[src/rtl/aq_ifu_ibuf_queue.sv]
// rtl/aq_ifu_ibuf_queue.sv - circular instruction halfword buffer between fetch and decode
module aq_ifu_ibuf_queue #(
    parameter int DEPTH    = 16,
    parameter int FETCH_HW = 4,
    parameter int HINFO_W  = 22,
    parameter int CNT_W    = $clog2(DEPTH) + 1
) (
    input  logic                        ibuf_cpuclk,
    input  logic                        cpurst_b,
    input  logic                        ibuf_flush_en,
    input  logic                        ibuf_push_vld,
    input  logic [$clog2(FETCH_HW):0]   ibuf_push_cnt,
    input  logic [16*FETCH_HW-1:0]      ibuf_push_inst,
    input  logic [2*FETCH_HW-1:0]       ibuf_push_pred_taken,
    input  logic                        ibuf_push_acc_err,
    input  logic                        ibuf_push_pgflt,
    input  logic [HINFO_W-1:0]          ibuf_push_halt_info,
    output logic                        ibuf_push_rdy,
    input  logic [1:0]                  ibuf_pop_cnt,
    output logic [1:0]                  ibuf_pop_vld,
    output logic [15:0]                 ibuf_pop_inst0,
    output logic [15:0]                 ibuf_pop_inst1,
    output logic [1:0]                  ibuf_pop_pred_taken0,
    output logic [1:0]                  ibuf_pop_pred_taken1,
    output logic [1:0]                  ibuf_pop_acc_err,
    output logic [1:0]                  ibuf_pop_pgflt,
    output logic [HINFO_W-1:0]          ibuf_pop_halt_info0,
    output logic [HINFO_W-1:0]          ibuf_pop_halt_info1,
    output logic [CNT_W-1:0]            ibuf_entry_cnt
);

    localparam int PTR_W = $clog2(DEPTH);
    localparam int PC_W  = $clog2(FETCH_HW) + 1;

    logic [PTR_W-1:0]   wr_ptr;
    logic [PTR_W-1:0]   rd_ptr;
    logic [PTR_W-1:0]   rd_ptr1;
    logic [CNT_W-1:0]   entry_cnt;

    logic [15:0]        mem_inst [DEPTH];
    logic [1:0]         mem_pt   [DEPTH];
    logic               mem_ae   [DEPTH];
    logic               mem_pf   [DEPTH];
    logic [HINFO_W-1:0] mem_hi   [DEPTH];

    logic               push_acc;
    logic [CNT_W-1:0]   push_num;
    logic [CNT_W-1:0]   pop_req;
    logic [CNT_W-1:0]   pop_eff;

    // Readiness looks only at the registered count so it never depends on decode's pop
    assign ibuf_push_rdy = (entry_cnt <= CNT_W'(DEPTH - FETCH_HW));
    assign push_acc      = ibuf_push_vld & ibuf_push_rdy & ~ibuf_flush_en;

    always_comb begin
        push_num = '0;
        if (push_acc) begin
            push_num = (ibuf_push_cnt > PC_W'(FETCH_HW)) ? CNT_W'(FETCH_HW) : CNT_W'(ibuf_push_cnt);
        end
        pop_req = (ibuf_pop_cnt == 2'd3) ? CNT_W'(2) : CNT_W'(ibuf_pop_cnt);
        pop_eff = (pop_req > entry_cnt) ? entry_cnt : pop_req;
    end

    always_ff @(posedge ibuf_cpuclk or negedge cpurst_b) begin
        if (!cpurst_b) begin
            wr_ptr    <= '0;
            rd_ptr    <= '0;
            entry_cnt <= '0;
        end else if (ibuf_flush_en) begin
            wr_ptr    <= '0;
            rd_ptr    <= '0;
            entry_cnt <= '0;
        end else begin
            wr_ptr    <= wr_ptr + push_num[PTR_W-1:0];
            rd_ptr    <= rd_ptr + pop_eff[PTR_W-1:0];
            entry_cnt <= entry_cnt + push_num - pop_eff;
        end
    end

    // Payload storage carries no reset; validity comes solely from entry_cnt
    always_ff @(posedge ibuf_cpuclk) begin
        for (int k = 0; k < FETCH_HW; k++) begin
            if (push_acc && (CNT_W'(k) < push_num)) begin
                mem_inst[wr_ptr + PTR_W'(k)] <= ibuf_push_inst[16*k +: 16];
                mem_pt[wr_ptr + PTR_W'(k)]   <= ibuf_push_pred_taken[2*k +: 2];
                mem_ae[wr_ptr + PTR_W'(k)]   <= ibuf_push_acc_err;
                mem_pf[wr_ptr + PTR_W'(k)]   <= ibuf_push_pgflt;
                mem_hi[wr_ptr + PTR_W'(k)]   <= ibuf_push_halt_info;
            end
        end
    end

    assign rd_ptr1         = rd_ptr + PTR_W'(1);
    assign ibuf_pop_vld[0] = (entry_cnt != '0);
    assign ibuf_pop_vld[1] = (entry_cnt >= CNT_W'(2));

    assign ibuf_pop_inst0       = ibuf_pop_vld[0] ? mem_inst[rd_ptr]  : '0;
    assign ibuf_pop_inst1       = ibuf_pop_vld[1] ? mem_inst[rd_ptr1] : '0;
    assign ibuf_pop_pred_taken0 = ibuf_pop_vld[0] ? mem_pt[rd_ptr]    : '0;
    assign ibuf_pop_pred_taken1 = ibuf_pop_vld[1] ? mem_pt[rd_ptr1]   : '0;
    assign ibuf_pop_halt_info0  = ibuf_pop_vld[0] ? mem_hi[rd_ptr]    : '0;
    assign ibuf_pop_halt_info1  = ibuf_pop_vld[1] ? mem_hi[rd_ptr1]   : '0;
    assign ibuf_pop_acc_err     = {ibuf_pop_vld[1] & mem_ae[rd_ptr1], ibuf_pop_vld[0] & mem_ae[rd_ptr]};
    assign ibuf_pop_pgflt       = {ibuf_pop_vld[1] & mem_pf[rd_ptr1], ibuf_pop_vld[0] & mem_pf[rd_ptr]};
    assign ibuf_entry_cnt       = entry_cnt;

endmodule

[config.mk]
export PLATFORM = sky130hd
export DESIGN_NAME = aq_ifu_ibuf_queue
export DESIGN_NICKNAME = d
export VERILOG_FILES = /design/src/rtl/aq_ifu_ibuf_queue.sv
export SDC_FILE = /design/constraint.sdc
export NUM_CORES = 2
export LEC_CHECK = 0
export ABC_AREA = 1
export CAP_MARGIN = 0
export CORE_MARGIN = 1.5
export CORE_UTILIZATION = 40
export CTS_BUF_LIST = sky130_fd_sc_hd__clkbuf_4 sky130_fd_sc_hd__clkbuf_8 sky130_fd_sc_hd__clkbuf_16
export DETAILED_ROUTE_END_ITERATION = 7
export PLACE_DENSITY_LB_ADDON = 0.2
export SLEW_MARGIN = 40
export SYNTH_ARGS = -nofsm -noshare
export SYNTH_HDL_FRONTEND = slang
export SYNTH_SLANG_ARGS = --single-unit
export TNS_END_PERCENT = 30
[constraint.sdc]
create_clock -name ibuf_cpuclk -period 4.55 [get_ports ibuf_cpuclk]
set_input_delay 0.91 -clock ibuf_cpuclk [delete_from_list [all_inputs] [get_ports ibuf_cpuclk]]
set_output_delay 0.91 -clock ibuf_cpuclk [all_outputs]
set_load 0.05 [all_outputs]
## After elaboration in Yosys (flattened, before gate mapping)

Memories as Yosys holds them, arrays and structs flattened.
Index checks and enable logic that the tools add are counted.

| word-level totals | value |
|---|---|
| bits in registers | 13 |
| RAM bits | 672 |
| bits of input ports | 105 |
| output and inout bits | 92 |
| word-level logic and storage cells | 58 |
| memories | 5 |

| operators by class | value |
|---|---|
| add/subtract/negate cells | 8 |
| $lt $le $gt $ge | 8 |
| eq/ne operators | 1 |
| mux-type cells | 21 |
| bitwise gates (word level) | 7 |
| reductions and logical operators | 5 |

Memories:

| memory | words | bits a word | read ports | clocked after Yosys merged registers in | wr ports | line | text |
|---|---|---|---|---|---|---|---|
| mem_hi | 16 | 22 | 2 | 0 | 4 | 44 | `logic [HINFO_W-1:0] mem_hi [DEPTH];` |
| mem_inst | 16 | 16 | 2 | 0 | 4 | 40 | `logic [15:0] mem_inst [DEPTH];` |
| mem_pt | 16 | 2 | 2 | 0 | 4 | 41 | `logic [1:0] mem_pt [DEPTH];` |
| mem_ae | 16 | 1 | 2 | 0 | 4 | 42 | `logic mem_ae [DEPTH];` |
| mem_pf | 16 | 1 | 2 | 0 | 4 | 43 | `logic mem_pf [DEPTH];` |

Operators with widths:

| kind | number |
|---|---|
| 22-bit 2-to-1 mux | 2 |
| 16-bit 2-to-1 mux | 2 |
| 5-bit 2-to-1 mux | 2 |
| 4-bit by 1-bit adder with 4-bit output (second input constant) | 2 |
| 4-bit by 2-bit adder with 4-bit output (second input constant) | 2 |
| 1-bit 2-to-1 mux | 8 |
| 4-bit 2-to-1 mux | 2 |
| 1-bit bitwise AND | 6 |
| 1-bit by 3-bit < comparator with 1-bit output (first input constant) | 2 |
| 2-bit by 3-bit < comparator with 1-bit output (first input constant) | 2 |
| 2-bit 2-to-1 mux | 3 |
| 3-bit 2-to-1 mux | 2 |
| 5-bit by 3-bit adder with 5-bit output | 1 |
| 5-bit by 2-bit >= comparator with 1-bit output (second input constant) | 1 |
| 2-bit by 5-bit greater-than comparator with 1-bit output | 1 |
| 5-bit by 4-bit less-or-equal comparator with 1-bit output (second input constant) | 1 |
| 5-bit nonzero test | 1 |
| 5-bit subtractor | 1 |
| 4-bit by 3-bit adder with 4-bit output | 1 |
| 4-bit adder | 1 |
| 1-bit logical AND | 4 |
| 3-bit greater-than comparator (second input constant) | 1 |
| 2-bit == test (second input constant) | 1 |
| 1-bit inverter | 1 |

## Longest topological paths before layout

| depth | value |
|---|---|
| word-level depth | 8 |
| mapped depth | 16 |
| mapped depth without buffers | 16 |

## Least setup slack after synthesis

OpenSTA, ideal clock, no wires.

| timing | value |
|---|---|
| path kind | reg2reg |
| start point | register entry_cnt[1], in the netlist ibuf_entry_cnt[1] |
| end point | memory mem_ae[15], enable pin |
| setup time | 652 ps |
| data arrival time | 2852 ps |
| required time | 3898 ps |
| slack | 1045 ps |
| stages on the path, launching flop included | 10 |
| buffers on the path | 2 |
| clock period less this slack | 3505 ps |
| cells stage by stage | dfrtp_1 -> nor2_1 -> nand2_1 -> nand2_4 -> nand3_4 -> buf_2 -> buf_4 -> nor3_1 -> a21oi_1 -> nand3_1 |

RTL lines:

| item | line | text |
|---|---|---|
| start: declaration | 38 | `logic [CNT_W-1:0] entry_cnt;` |
| start signal: assignment | 76 | `entry_cnt <= entry_cnt + push_num - pop_eff;` |
| end: declaration | 42 |  |

## Worst setup path in the final report

| timing | value |
|---|---|
| start point | register rd_ptr[0] |
| end point | output port ibuf_pop_inst1[5] |

| on the way | value |
|---|---|
| word-level cells in the longest chain between the ends | 3 |

RTL lines:

| item | line | text |
|---|---|---|
| start: declaration | 36 | `logic [PTR_W-1:0] rd_ptr;` |
| start signal: assignment | 75 | `rd_ptr <= rd_ptr + pop_eff[PTR_W-1:0];` |
| 4-bit by 1-bit adder with 4-bit output | 93 | `assign rd_ptr1 = rd_ptr + PTR_W'(1);` |
| memory 16 x 16 bit | -- |  |
| 16-bit 2-to-1 mux | 98 | `assign ibuf_pop_inst1 = ibuf_pop_vld[1] ? mem_inst[rd_ptr1] : '0;` |
| end: declaration | 22 | `output logic [15:0] ibuf_pop_inst1,` |

Every way passes these cells.

==> impl_metrics.yaml <==
synthesis:
  ys.flop_type: "edfxtp_1"
  synth_commonest_cells: "1,962 x nand2_1, 1,018 x nand3_1, 672 x edfxtp_1"
  ys_seq_elements: 685
  yosysSeqAreaShare: 0.451
  synth.avg_cell_area_sq_um: 7.45
  netlist_area_sq_mm: 0.0455
  synth_edf_count: 672
  synth-warning-count: 0
  yosys.area.top_type: "edfxtp_1"
  synth.most_common_cell: "nand2_1"
  synth_nets: 6231
  async_flop_share: 0.0190
  yosys.cell_types.count: 44
  netlist.area_leader.share: 0.444
  syn_inst: 6105
  synthTopCellsByArea: "edfxtp_1 44%, nand2_1 16%, nand3_1 11%"
timing:
  final.setup.worst_slack_ns: 0.0927
  rsz0062_at_grt: "true"
  report.final.hold_viol_count: 0
  setup_viol: 0
  fin_crit_sh: 0.980
  worst-slew-pin-transition_ns: 1.00
  clock.fmax_mhz: 224
  fin_skew_ns: 0.0372
  relSlewSlack: 0.328
  fin_crit_ns: 4.46
  final_max_slew_viol_count: 0
  finalHoldWorstSlack_ns: 0.636
clocking:
  path_clk_slew_ns: 0.06
  cts_buffer_depth: 3
  post_cts_buffers: 0
  htreeDepth: 3
  numCtsBuffers: 83
  insertion_delay_ns: 0.69
  cts_tree: "done"
  clock_sinks: 685
  root_buffer: "clkbuf_16"
  hold_buffers: 0
worst_setup_path:
  critPathCaptureType: "output pin"
  critical_path_required_ns: 3.64
  r2r_cells: 11
  cp.arrival_ns: 3.55
  worstSetupPathType: "reg2out"
  path_max_fanout: 72
  worstSetupStartpointType: "flip-flop"
global_routing:
  first_global_vias: 41447
  antenna_found_initial: 14
  grt_pass1_wl_um: 283000
  grt.total_usage: 0.327
  grt_max_degree: 207
  grt-ovfl-total: 0
route:
  vias_per_cell: 6.06
  final_antenna_net_count: 0
  totalWireLength_um: 195000
  drt_iter0_drc: 7314
  route.detailed.drc: 0
  first_pass_iters: 8
  vias: 45671
  drt-wirelength-per-cell_um: 25.8
final_layout:
  drive_gt1_frac: 0.0875
  area.sequential_sq_mm: 0.0205
  fillCellCount: 10921
  area_growth_pct: 15.2
  fin_nets: 6093
  multi_input_area_sq_mm: 0.0213
floorplanning:
  initial_core_util: 0.404
  core-area_sq_mm: 0.113
  dieArea_sq_mm: 0.116
  rows: 123
  io_pins: 197
  die_w_um: 340
  dieHeight_um: 340
worst_hold_path:
  hold_class: "in2async"
pwr:
  peakVddDrop_mv: 0.692
  p_per_area_mw_per_mm2: 694
  p_leak_nw: 21.5
  fin_total_pwr_w: 0.0364
placed_design:
  io_buffer_count: 196
  dp_hpwl_um: 126000
  dp_slack_ns: 0.637
  gp_congestion: 0.973
run:
  cap_violations: 0
run_status:
  outcome: "finished, final reports clean"
==> metal layers <==
| layer | share of wire | global-route usage |
|---|---|---|
| met1 | 0.40 | 0.448 |
| met2 | 0.44 | 0.496 |
| met3 | 0.12 | 0.0718 |
| met4 | 0.048 | 0.144 |
| met5 | 0.00014 | 0 |
==> metrics by stage <==
step                      setup TNS, ns  std cells  utilization  cell area [sq um]
final                                 0       7542        0.465              52400
after global placement                0       7379        0.440              49600
after CTS                             0       7535        0.465              52400
after floorplan                       0       6105            -              45500
after detailed placement              0       7381        0.440              49500
after global routing             -0.117       7540        0.465              52400
==> cells by family (layout without fill, tap and decap cells) <==
| family | Yosys count | in the layout | synth area share |
|---|---|---|---|
| fa+ha+maj | 21 | 21 | 0.00644 |
| compound gates | 1110 | 1110 | 0.142 |
| buf+inv | 947 | 878 | 0.0861 |
| other cells | 1 | 7 | 0.0000825 |
| xor+xnor | 11 | 11 | 0.00245 |
| flops | 685 | 685 | 0.451 |
| simple gates | 3330 | 3330 | 0.311 |
==> registers in the layout (all words and copies together) (netlist names) <==
signal	cells
mem_pt	32
mem_ae	16
mem_hi	352
rd_ptr	4
mem_inst	256
mem_pf	16
ibuf_entry_cnt	5
wr_ptr	4
==> where the power goes <==
| group | internal, W | switching (W) | total, W |
|---|---|---|---|
| logic | 0.00741 | 0.0144 | 0.0218 |
| clock network | 0.00407 | 0.00293 | 0.00701 |
| registers | 0.00726 | 0.000267 | 0.00753 |
| total | 0.0187 | 0.0176 | 0.0364 |
==> critical path, cell delays in order, from the launching register on <==
cell	delay, ns
dfrtp_4	0.60
ha_4	0.37
clkinv_8	0.32
o211ai_1	0.33
nand3_1	0.13
nand2_1	0.20
nand2_1	0.08
a21oi_1	0.54
buf_12	0.22
==> worst paths after layout <==
| check | start | end | slack (ns) |
|---|---|---|---|
| max | rd_ptr[0]$_DFF_PN0_ | ibuf_pop_inst1[5] | 0.09 |
| min in group ibuf_cpuclk | ibuf_entry_cnt[4]$_DFF_PN0_ | ibuf_entry_cnt[4]$_DFF_PN0_ | 0.70 |
| min | cpurst_b | wr_ptr[0]$_DFF_PN0_ | 0.64 |
| min reg2reg | ibuf_entry_cnt[4]$_DFF_PN0_ | ibuf_entry_cnt[4]$_DFF_PN0_ | 0.70 |
| max reg2reg | wr_ptr[1]$_DFF_PN0_ | mem_inst[4][14]$_DFFE_PP_ | 0.82 |
| max in group asynchronous | cpurst_b | rd_ptr[2]$_DFF_PN0_ | 3.38 |
==> cells in the final DEF (no fill, tap or decap), types with 6 or more instances in the layout <==
master | synthesis | final
nand2_1 | 1962 | 1959
nand3_1 | 1018 | 1002
edfxtp_1 | 672 | 672
a21oi_1 | 538 | 538
inv_1 | 342 | 338
o21ai_0 | 271 | 271
nor2_1 | 254 | 251
buf_12 | 0 | 126
buf_4 | 25 | 115
o211ai_1 | 87 | 87
o221ai_1 | 84 | 84
clkbuf_16 | 0 | 84
clkdlybuf4s50_1 | 0 | 73
o2111ai_1 | 71 | 70
buf_2 | 182 | 38
nor3_1 | 37 | 37
o31ai_1 | 34 | 34
clkinv_1 | 5 | 26
nor2_2 | 18 | 20
nand3_4 | 3 | 19
inv_2 | 19 | 19
ha_1 | 17 | 16
nand2_4 | 10 | 12
clkinv_2 | 0 | 11
clkbuf_4 | 1 | 11
nand2_2 | 10 | 10
bufinv_16 | 0 | 10
dfrtp_1 | 13 | 9
nor2_4 | 7 | 8
xor2_1 | 9 | 8
o21ai_1 | 7 | 7
a22oi_1 | 7 | 7
diode_2 | 0 | 6
o22ai_1 | 6 | 6
clkinvlp_4 | 0 | 6
==> what timing repair did <==
| item | 4_1_cts | 5_1_grt |
|---|---|---|
| setup endpoints to repair | 0 | 9 |
| resized for setup | 0 | 3 |
| hold endpoints to repair | 0 | 0 |
==> final cells by class <==
cell class	instances	area share
multi-input cells	4473	0.407
flip-flops and latches	685	0.392
repair buffers	357	0.0835
clock buffers	96	0.0420
well taps	1500	0.0358
inverters	367	0.0269
clock inverters	58	0.0127
diodes	6	0.000287
Power figures use the tool's default switching activity.
